--- config.mk ---
export PLATFORM = sky130hd
export DESIGN_NAME = uart_frame_arbiter_flat
export DESIGN_NICKNAME = d
export VERILOG_FILES = /design/src/rtl/uart_frame_arbiter_if.sv /design/src/rtl/uart_frame_arbiter.sv /design/src/flat_wrapper.sv
export SDC_FILE = /design/constraint.sdc
export NUM_CORES = 1
export LEC_CHECK = 0
export BUFFER_PORTS_ARGS = -buffer_cell sky130_fd_sc_hd__buf_2
export CAP_MARGIN = 20
export CORE_MARGIN = 1.5
export CORE_UTILIZATION = 40
export CTS_CLUSTER_SIZE = 16
export DETAILED_ROUTE_END_ITERATION = 8
export PLACE_DENSITY = 0.61
export REMOVE_ABC_BUFFERS = 1
export SYNTH_ARGS = -nofsm -noshare
export SYNTH_HDL_FRONTEND = slang
export SYNTH_SLANG_ARGS = --single-unit
--- constraint.sdc ---
create_clock -name clk -period 1.7 [get_ports clk]
set_input_delay 0.17 -clock clk [delete_from_list [all_inputs] [get_ports clk]]
set_output_delay 0.17 -clock clk [all_outputs]
set_load 0.05 [all_outputs]
--- src/rtl/uart_frame_arbiter_if.sv ---
// Word-source and uart_tx side signals of uart_frame_arbiter.
// Handshakes: a source raises req_valid with stable req_data and holds both until the
// one-cycle req_ready pulse; the word is taken on the edge that ends the req_ready cycle.
interface uart_frame_arbiter_if #(
    parameter int NUM_REQ = 2
);
    logic [NUM_REQ-1:0]    req_valid;
    logic [32*NUM_REQ-1:0] req_data;
    logic [NUM_REQ-1:0]    req_ready;
    logic                  uart_tx_en;
    logic [7:0]            uart_tx_data;
    logic                  uart_tx_busy;
    logic                  frame_active;
    logic [1:0]            grant_id;

    modport master (
        input  req_valid, req_data, uart_tx_busy,
        output req_ready, uart_tx_en, uart_tx_data, frame_active, grant_id
    );

    modport slave (
        output req_valid, req_data, uart_tx_busy,
        input  req_ready, uart_tx_en, uart_tx_data, frame_active, grant_id
    );
endinterface

--- src/rtl/uart_frame_arbiter.sv ---
// Round-robin arbiter that serialises 32-bit words from up to four sources into
// 7-byte frames (sync, header, 4 data bytes, checksum) for a shared uart_tx.
module uart_frame_arbiter #(
    parameter int          NUM_REQ   = 2,
    parameter logic [7:0]  SYNC_BYTE = 8'hA5
) (
    input  logic                 clk,
    input  logic                 rst_n,
    uart_frame_arbiter_if.master arb_if,
    output logic [1:0]           state_o
);
    localparam logic [1:0] ST_IDLE  = 2'd0;
    localparam logic [1:0] ST_SEND  = 2'd1;
    localparam logic [1:0] ST_GUARD = 2'd2;
    localparam logic [1:0] ST_WAIT  = 2'd3;

    logic [1:0]  state_q, state_d;
    logic [2:0]  idx_q, idx_d;
    logic [5:0]  seq_q, seq_d;
    logic [1:0]  last_grant_q, last_grant_d;
    logic [1:0]  grant_q, grant_d;
    logic [31:0] word_q, word_d;
    logic [7:0]  hdr_q, hdr_d;
    logic [7:0]  tx_data_q, tx_data_d;

    logic [3:0]   valid4;
    logic [127:0] word4;
    logic [2:0]   cand3;
    logic         found;
    logic [1:0]   winner;
    logic [31:0]  word_sel;
    logic         accept;
    logic [3:0]   ready4;
    logic [7:0]   checksum;
    logic [7:0]   next_byte;

    // Search order starts one past the last accepted source, wrapping at NUM_REQ.
    always_comb begin
        valid4 = '0;
        valid4[NUM_REQ-1:0] = arb_if.req_valid;
        found  = 1'b0;
        winner = last_grant_q;
        cand3  = '0;
        for (int k = 1; k <= NUM_REQ; k++) begin
            cand3 = {1'b0, last_grant_q} + 3'(k);
            if (cand3 >= 3'(NUM_REQ)) cand3 = cand3 - 3'(NUM_REQ);
            if (!found && valid4[cand3[1:0]]) begin
                found  = 1'b1;
                winner = cand3[1:0];
            end
        end
    end

    always_comb begin
        word4 = '0;
        word4[32*NUM_REQ-1:0] = arb_if.req_data;
        word_sel = word4[{winner, 5'b0} +: 32];
    end

    // rst_n gates the combinational pulse so req_ready reads 0 while reset is held.
    assign accept = rst_n && (state_q == ST_IDLE) && found;
    assign ready4 = 4'b0001 << winner;

    assign checksum = hdr_q ^ word_q[7:0] ^ word_q[15:8] ^ word_q[23:16] ^ word_q[31:24];

    always_comb begin
        case (idx_q + 3'd1)
            3'd1:    next_byte = hdr_q;
            3'd2:    next_byte = word_q[7:0];
            3'd3:    next_byte = word_q[15:8];
            3'd4:    next_byte = word_q[23:16];
            3'd5:    next_byte = word_q[31:24];
            3'd6:    next_byte = checksum;
            default: next_byte = SYNC_BYTE;
        endcase
    end

    always_comb begin
        state_d      = state_q;
        idx_d        = idx_q;
        seq_d        = seq_q;
        last_grant_d = last_grant_q;
        grant_d      = grant_q;
        word_d       = word_q;
        hdr_d        = hdr_q;
        tx_data_d    = tx_data_q;
        case (state_q)
            ST_IDLE: begin
                if (accept) begin
                    state_d      = ST_SEND;
                    idx_d        = 3'd0;
                    word_d       = word_sel;
                    grant_d      = winner;
                    last_grant_d = winner;
                    hdr_d        = {winner, seq_q};
                    tx_data_d    = SYNC_BYTE;
                end
            end
            ST_SEND:  state_d = ST_GUARD;
            ST_GUARD: state_d = ST_WAIT;
            ST_WAIT: begin
                if (!arb_if.uart_tx_busy) begin
                    if (idx_q == 3'd6) begin
                        state_d = ST_IDLE;
                        idx_d   = 3'd0;
                        seq_d   = seq_q + 6'd1;
                    end else begin
                        state_d   = ST_SEND;
                        idx_d     = idx_q + 3'd1;
                        tx_data_d = next_byte;
                    end
                end
            end
            default: state_d = ST_IDLE;
        endcase
    end

    always_ff @(posedge clk or negedge rst_n) begin
        if (!rst_n) begin
            state_q      <= ST_IDLE;
            idx_q        <= 3'd0;
            seq_q        <= 6'd0;
            last_grant_q <= 2'(NUM_REQ - 1);
            grant_q      <= 2'd0;
            word_q       <= 32'd0;
            hdr_q        <= 8'd0;
            tx_data_q    <= 8'h00;
        end else begin
            state_q      <= state_d;
            idx_q        <= idx_d;
            seq_q        <= seq_d;
            last_grant_q <= last_grant_d;
            grant_q      <= grant_d;
            word_q       <= word_d;
            hdr_q        <= hdr_d;
            tx_data_q    <= tx_data_d;
        end
    end

    assign arb_if.req_ready    = ready4[NUM_REQ-1:0] & {NUM_REQ{accept}};
    assign arb_if.uart_tx_en   = (state_q == ST_SEND);
    assign arb_if.uart_tx_data = tx_data_q;
    assign arb_if.frame_active = accept || (state_q != ST_IDLE);
    assign arb_if.grant_id     = grant_q;
    assign state_o             = state_q;
endmodule

--- src/flat_wrapper.sv ---
// flat-port wrapper written by rule: the top's interface ports become plain ports
module uart_frame_arbiter_flat 
#(
    parameter int          NUM_REQ   = 2,
    parameter logic [7:0]  SYNC_BYTE = 8'hA5
)
  (clk, rst_n, state_o, arb_if_req_valid, arb_if_req_data, arb_if_uart_tx_busy, arb_if_req_ready, arb_if_uart_tx_en, arb_if_uart_tx_data, arb_if_frame_active, arb_if_grant_id);
  uart_frame_arbiter_if #(.NUM_REQ(NUM_REQ)) arb_if_i ();
  input  logic clk;
  input  logic rst_n;
  output logic [1:0] state_o;
  input wire logic [$bits(arb_if_i.req_valid)-1:0] arb_if_req_valid;
  input wire logic [$bits(arb_if_i.req_data)-1:0] arb_if_req_data;
  input wire logic [$bits(arb_if_i.uart_tx_busy)-1:0] arb_if_uart_tx_busy;
  output wire logic [$bits(arb_if_i.req_ready)-1:0] arb_if_req_ready;
  output wire logic [$bits(arb_if_i.uart_tx_en)-1:0] arb_if_uart_tx_en;
  output wire logic [$bits(arb_if_i.uart_tx_data)-1:0] arb_if_uart_tx_data;
  output wire logic [$bits(arb_if_i.frame_active)-1:0] arb_if_frame_active;
  output wire logic [$bits(arb_if_i.grant_id)-1:0] arb_if_grant_id;
  assign arb_if_i.req_valid = arb_if_req_valid;
  assign arb_if_i.req_data = arb_if_req_data;
  assign arb_if_i.uart_tx_busy = arb_if_uart_tx_busy;
  assign arb_if_req_ready = arb_if_i.req_ready;
  assign arb_if_uart_tx_en = arb_if_i.uart_tx_en;
  assign arb_if_uart_tx_data = arb_if_i.uart_tx_data;
  assign arb_if_frame_active = arb_if_i.frame_active;
  assign arb_if_grant_id = arb_if_i.grant_id;
  uart_frame_arbiter #(.NUM_REQ(NUM_REQ), .SYNC_BYTE(SYNC_BYTE)) u_core (.clk(clk), .rst_n(rst_n), .arb_if(arb_if_i), .state_o(state_o));
endmodule
* Word-level counts from Yosys, hierarchy flattened
Cells that the tools add are included.
** Word-level totals
- Register bits :: 63
- Input port bits :: 69
- Output and inout bits :: 16
- Logic and storage cells :: 75
** Cells by class
- Add/sub/neg operators :: 6
- Order comparisons :: 4
- Equal/unequal tests :: 13
- Shifts and indexed selects :: 2
- Muxes and demuxes :: 23
- Bitwise gates (word level) :: 6
- Reduce and logical (&&, ||, !) cells :: 13
** Operators by type and width (count)
- 128-bit by 8-bit variable part select with 32-bit output :: 1
- 8-bit one-hot mux with 6 select lines :: 1
- 8-bit bitwise XOR :: 4
- 8-bit two-way mux :: 3
- 8-bit one-hot mux with 2 select lines :: 1
- 3-bit equality test (second input constant) :: 4
- 2-bit two-way mux :: 6
- 3-bit two-way mux :: 3
- 2-bit one-hot mux with 4 select lines :: 1
- 6-bit by 1-bit adder with 6-bit output (second input constant) :: 1
- 3-bit by 2-bit equality test with 1-bit output (second input constant) :: 2
- 3-bit by 2-bit greater-or-equal comparator with 1-bit output (second input constant) :: 2
- 2-bit by 3-bit less-than comparator with 1-bit output (second input constant) :: 2
- 3-bit one-hot mux with 2 select lines :: 1
- 3-bit AND reduction :: 2
- 1-bit two-way mux :: 5
- 1-bit binary-select mux with 2-bit select :: 2
- 2-bit equality test (second input constant) :: 2
- 2-bit != test (second input constant) :: 2
- 2-bit AND reduction :: 2
- 4-bit AND reduction :: 1
- 2-bit nonzero test :: 2
- 2-bit subtractor (second input constant) :: 2
- 2-bit by 1-bit adder with 3-bit output (second input constant) :: 1
- other kinds (12) :: 14

* Longest topological paths before layout
- Depth after elaboration :: 12
- Depth in mapped cells :: 7
- Depth with buffers taken out :: 6

* Worst setup path before layout
OpenSTA, ideal clock, no wires.
- Path kind :: reg-to-reg
- Start point :: register u_core.state_q[0] (netlist: u_core.state_o[0])
- End point :: register u_core.hdr_q[6]
- Data arrival time :: 2247 ps
- Required time :: 1632 ps
- Path slack :: -615 ps
- Cell stages (with the launch flop) :: 8
- Cell sequence :: dfrtp_1 inv_1 ha_1 o211ai_1 buf_4 buf_6 nor2_1 a21o_1
** Between the ends
- Cells in the longest elaborated chain, start to end :: 4
** RTL lines
- start, declared :: line uart_frame_arbiter.sv:17 : logic [1:0] state_q, state_d;
- start signal, assigned :: line uart_frame_arbiter.sv:129 : state_q <= state_d;
- 2-bit zero test (*) :: line uart_frame_arbiter.sv:61, uart_frame_arbiter.sv:87
- 1-bit logical AND (2 in series) :: line uart_frame_arbiter.sv:61 : assign accept = rst_n && (state_q == ST_IDLE) && found;
- 2-bit AND reduction (no source line) (*)
- end signal, assigned :: line uart_frame_arbiter.sv:135 : hdr_q <= hdr_d;
- end, declared :: line uart_frame_arbiter.sv:23 : logic [7:0] hdr_q, hdr_d;
Every way passes the cells marked *; elsewhere a longest branch is shown, timed or not.
A chain may end at the register's enable or synchronous reset.

* Worst setup path in the final report
- Start point :: register u_core.state_q[1] (netlist: u_core.state_o[1])
- End point :: output arb_if_req_ready[0]
** Between the ends
- Cells in the longest elaborated chain, start to end :: 4
** RTL lines
- 2-bit zero test :: line uart_frame_arbiter.sv:61
- 1-bit logical AND (2 in series) :: line uart_frame_arbiter.sv:61
- 2-bit AND :: line uart_frame_arbiter.sv:140 : assign arb_if.req_ready = ready4[NUM_REQ-1:0] & {NUM_REQ{accept}};
- end, declared :: line flat_wrapper.sv:15 : output wire logic [$bits(arb_if_i.req_ready)-1:0] arb_if_req_ready;
Every way passes these cells.

==> run metrics <==
RSZ-0062 raised after global routing true; Final min period 1.78 ns; Critical Path AT 1.61 ns; Placed Area 4230 um2; Worst-path clk slew 0.07 ns; fill count 841; Setup-failing EPs final 8; HP Class in -> async; share of layout cells above drive strength 1 40.1%; dominant cell type by area after synthesis dfrtp_1; hpwl dp 6220 um; CTS tree built; H-Tree Depth 3; Initial Util 41.2%; post-synthesis sequential area ratio 42.0%; Power Density 1760 nW/um2; critical path endpoint category output port; antenna-violating nets left 0; CP max stage cell dfrtp_1; CP Data Required Time 1.53 ns; CP Launch Type flip-flop; Worst IR Drop VDD 716 uV; WL final 8630 um; Root Buffer clkbuf_8; Worst-Margin Slew 0.642 ns; Overall Global Routing Usage 19.3%; area of the multi-input gates 1970 um2; Ys Warns 0; Clk Latency, worst-skew pair 0.34 ns; DRC Markers 0; Pwr Total 0.00820 W; clk buf depth 2; I/O Buffers 84; most frequent cells in the layout buf_2 (81), dfrtp_1 (58), nand2_1 (40), o21ai_0 (40), mux2i_1 (38); final instance area 4670 um2; clock skew 0.00660 ns; first-pass GRT wire length 14500 um; Die Width 97.5 um; vias in the first global route 2948; Synth cell types 51; Area contributors post-synth dfrtp_1 (41%), mux2i_1 (11%), o21ai_0 (5.9%); num rows 34; antenna diode count 0; Synth-to-Final Area Change 30.6%; die area 9510 um2; largest net degree at the start of global routing 51; via count 2916; Yosys reg bits 60; worst-path cell chain inv_2 > ha_4 > o211ai_1 > buf_4 > buf_12 > nor2b_4 > buf_6; f_max 562 MHz; Min Hold Slack 0.00912 ns; Layout Nets 528; setup ws final -0.0800 ns; Post-synth EDFFs 0; Storage cell area 1500 um2; period utilization 105%; Max Cap Viol 0; ys async rst share 100%; Hold Fails Final Rpt 0; CTS buffer count 9; total grt overflow 0; Synth Flop Type dfrtp_1; Slew HR 57.2%; DR WL/cell 15.2 um; Core Area 8680 um2; crit-path max FO 5; Synth Cell Area 3570 um2; Slowest Stage Delay on Critical Path 0.40 ns; commonest non-fill, non-tap cell in the layout buf_2; CTS sink count 60; Placer Congestion 0.874; first-iteration detailed-routing DRC count 116; violations in the final reports negative setup slack; initial antenna violation count 0; P_leak 2.27 nW; post-synth top area share 41.3%; total iterations of the first detailed-routing run 4; status finished, violations left; count of mapped cells out of synthesis 339; Die Span Y 97.5 um; Place WS 0.00374 ns; syn avg cell area 10.5 um2; Top Ports 85; Setup CP Type reg -> out; final slew viol count 0; Vias/cell 5.14
-- sequential cells by signal, indices dropped and copies added (netlist names) --
register                    cells
u_core.word_q                  32
u_core.state_o                  2
u_core.seq_q                    6
u_core.hdr_q                    8
u_core.last_grant_q             1
u_core.arb_if.uart_tx_data      8
u_core.idx_q                    3
-- repair_timing --
action / in CTS / in global routing
gates resized for setup: 20 / 21
setup buffers: 13 / 1
gates cloned: 1 / 0
pin swaps: 4 / 2
setup endpoints to repair: 4 / 45
hold buffers: 1 / 0
endpoints found under the hold margin: 10 / 0
-- metal layers --
metal | vias to the layer above | routed length, um | global-route usage, %
li1 | 1455 | - | -
met5 | - | 0 | 0
met3 | 8 | 369 | 3.88
met1 | 1384 | 4030 | 25.2
met2 | 69 | 4120 | 31.6
met4 | 0 | 110 | 7.03
-- logic make-up after synthesis --
logic type      synth area share [%]
compound gates                  16.9
xor+xnor                        10.2
fa+ha+maj                       1.75
buf+inv                         5.36
flops                           42.0
mux                             14.1
simple gates                    9.59
-- final cells by class --
cell class | count | area share (%)
Timing Repair Buffer | 128 | 17.5
Sequential cell | 60 | 32.2
Multi-Input combinational cell | 249 | 42.3
Tap cell | 108 | 2.90
Clock buffer | 12 | 3.32
Clock inverter | 4 | 1.02
Inverter | 6 | 0.751
-- cell usage after synthesis, types with 2 or more instances --
cell	number
dfrtp_1	59
o21ai_0	42
mux2i_1	40
nand2_1	40
a21oi_1	17
xnor2_1	12
buf_4	9
xor2_1	9
buf_2	8
mux2_2	8
xnor3_1	8
nor2b_1	7
a211oi_1	5
a21o_1	5
ha_1	5
nor2_1	5
o211ai_1	5
clkbuf_1	4
nand4_1	4
buf_6	3
inv_1	3
o41ai_1	3
a221oi_1	2
a22oi_1	2
a31oi_1	2
and3_1	2
inv_2	2
nand2b_1	2
nand3b_1	2
o2bb2ai_1	2
o32a_1	2
-- power breakdown --
part           switching [W]  total, W  internal [W]  leakage, nW
clock network       0.000577   0.00133      0.000752        0.102
logic                0.00230   0.00443       0.00213         1.41
registers           0.000493   0.00244       0.00195        0.762
-- stage by stage --
step / cells / setup TNS [ns] / util, %
4_1_cts: 568 / -0.130 / 53.3
3_5_place_dp: 538 / 0 / 48.8
2_1_floorplan: 315 / -96.02 / -
5_1_grt: 567 / -0.626 / 53.8
3_3_place_gp: 538 / 0 / 48.8
6_report: 567 / -0.255 / 53.8
-- worst max-delay path, delay by kind of cell (launching register included) --
kind / cells / cell delay [ns]
buffers and inverters: 4 / 0.54
DFF: 1 / 0.40
adders and majority gates: 1 / 0.13
and+or+nand+nor: 1 / 0.10
AOI/OAI and AO/OA: 1 / 0.09
-- final timing paths --
path | start | endpoint | slack [ns] | cells past startpoint
max in group asynchronous | rst_n | u_core.word_q[13] | 1.15 | 3
worst max-delay path | u_core.state_o[1] | arb_if_req_ready[0] | -0.08 | 7
worst min-delay path | rst_n | u_core.word_q[6] | 0.009 | 2
worst max register to register | u_core.last_grant_q[0] | u_core.hdr_q[2] | -0.02 | 6
min in group clk | arb_if_req_data[46] | u_core.word_q[14] | 0.10 | 3
worst min register to register | u_core.seq_q[5] | u_core.seq_q[5] | 0.48 | 1
(Power assumes the default switching activity.)
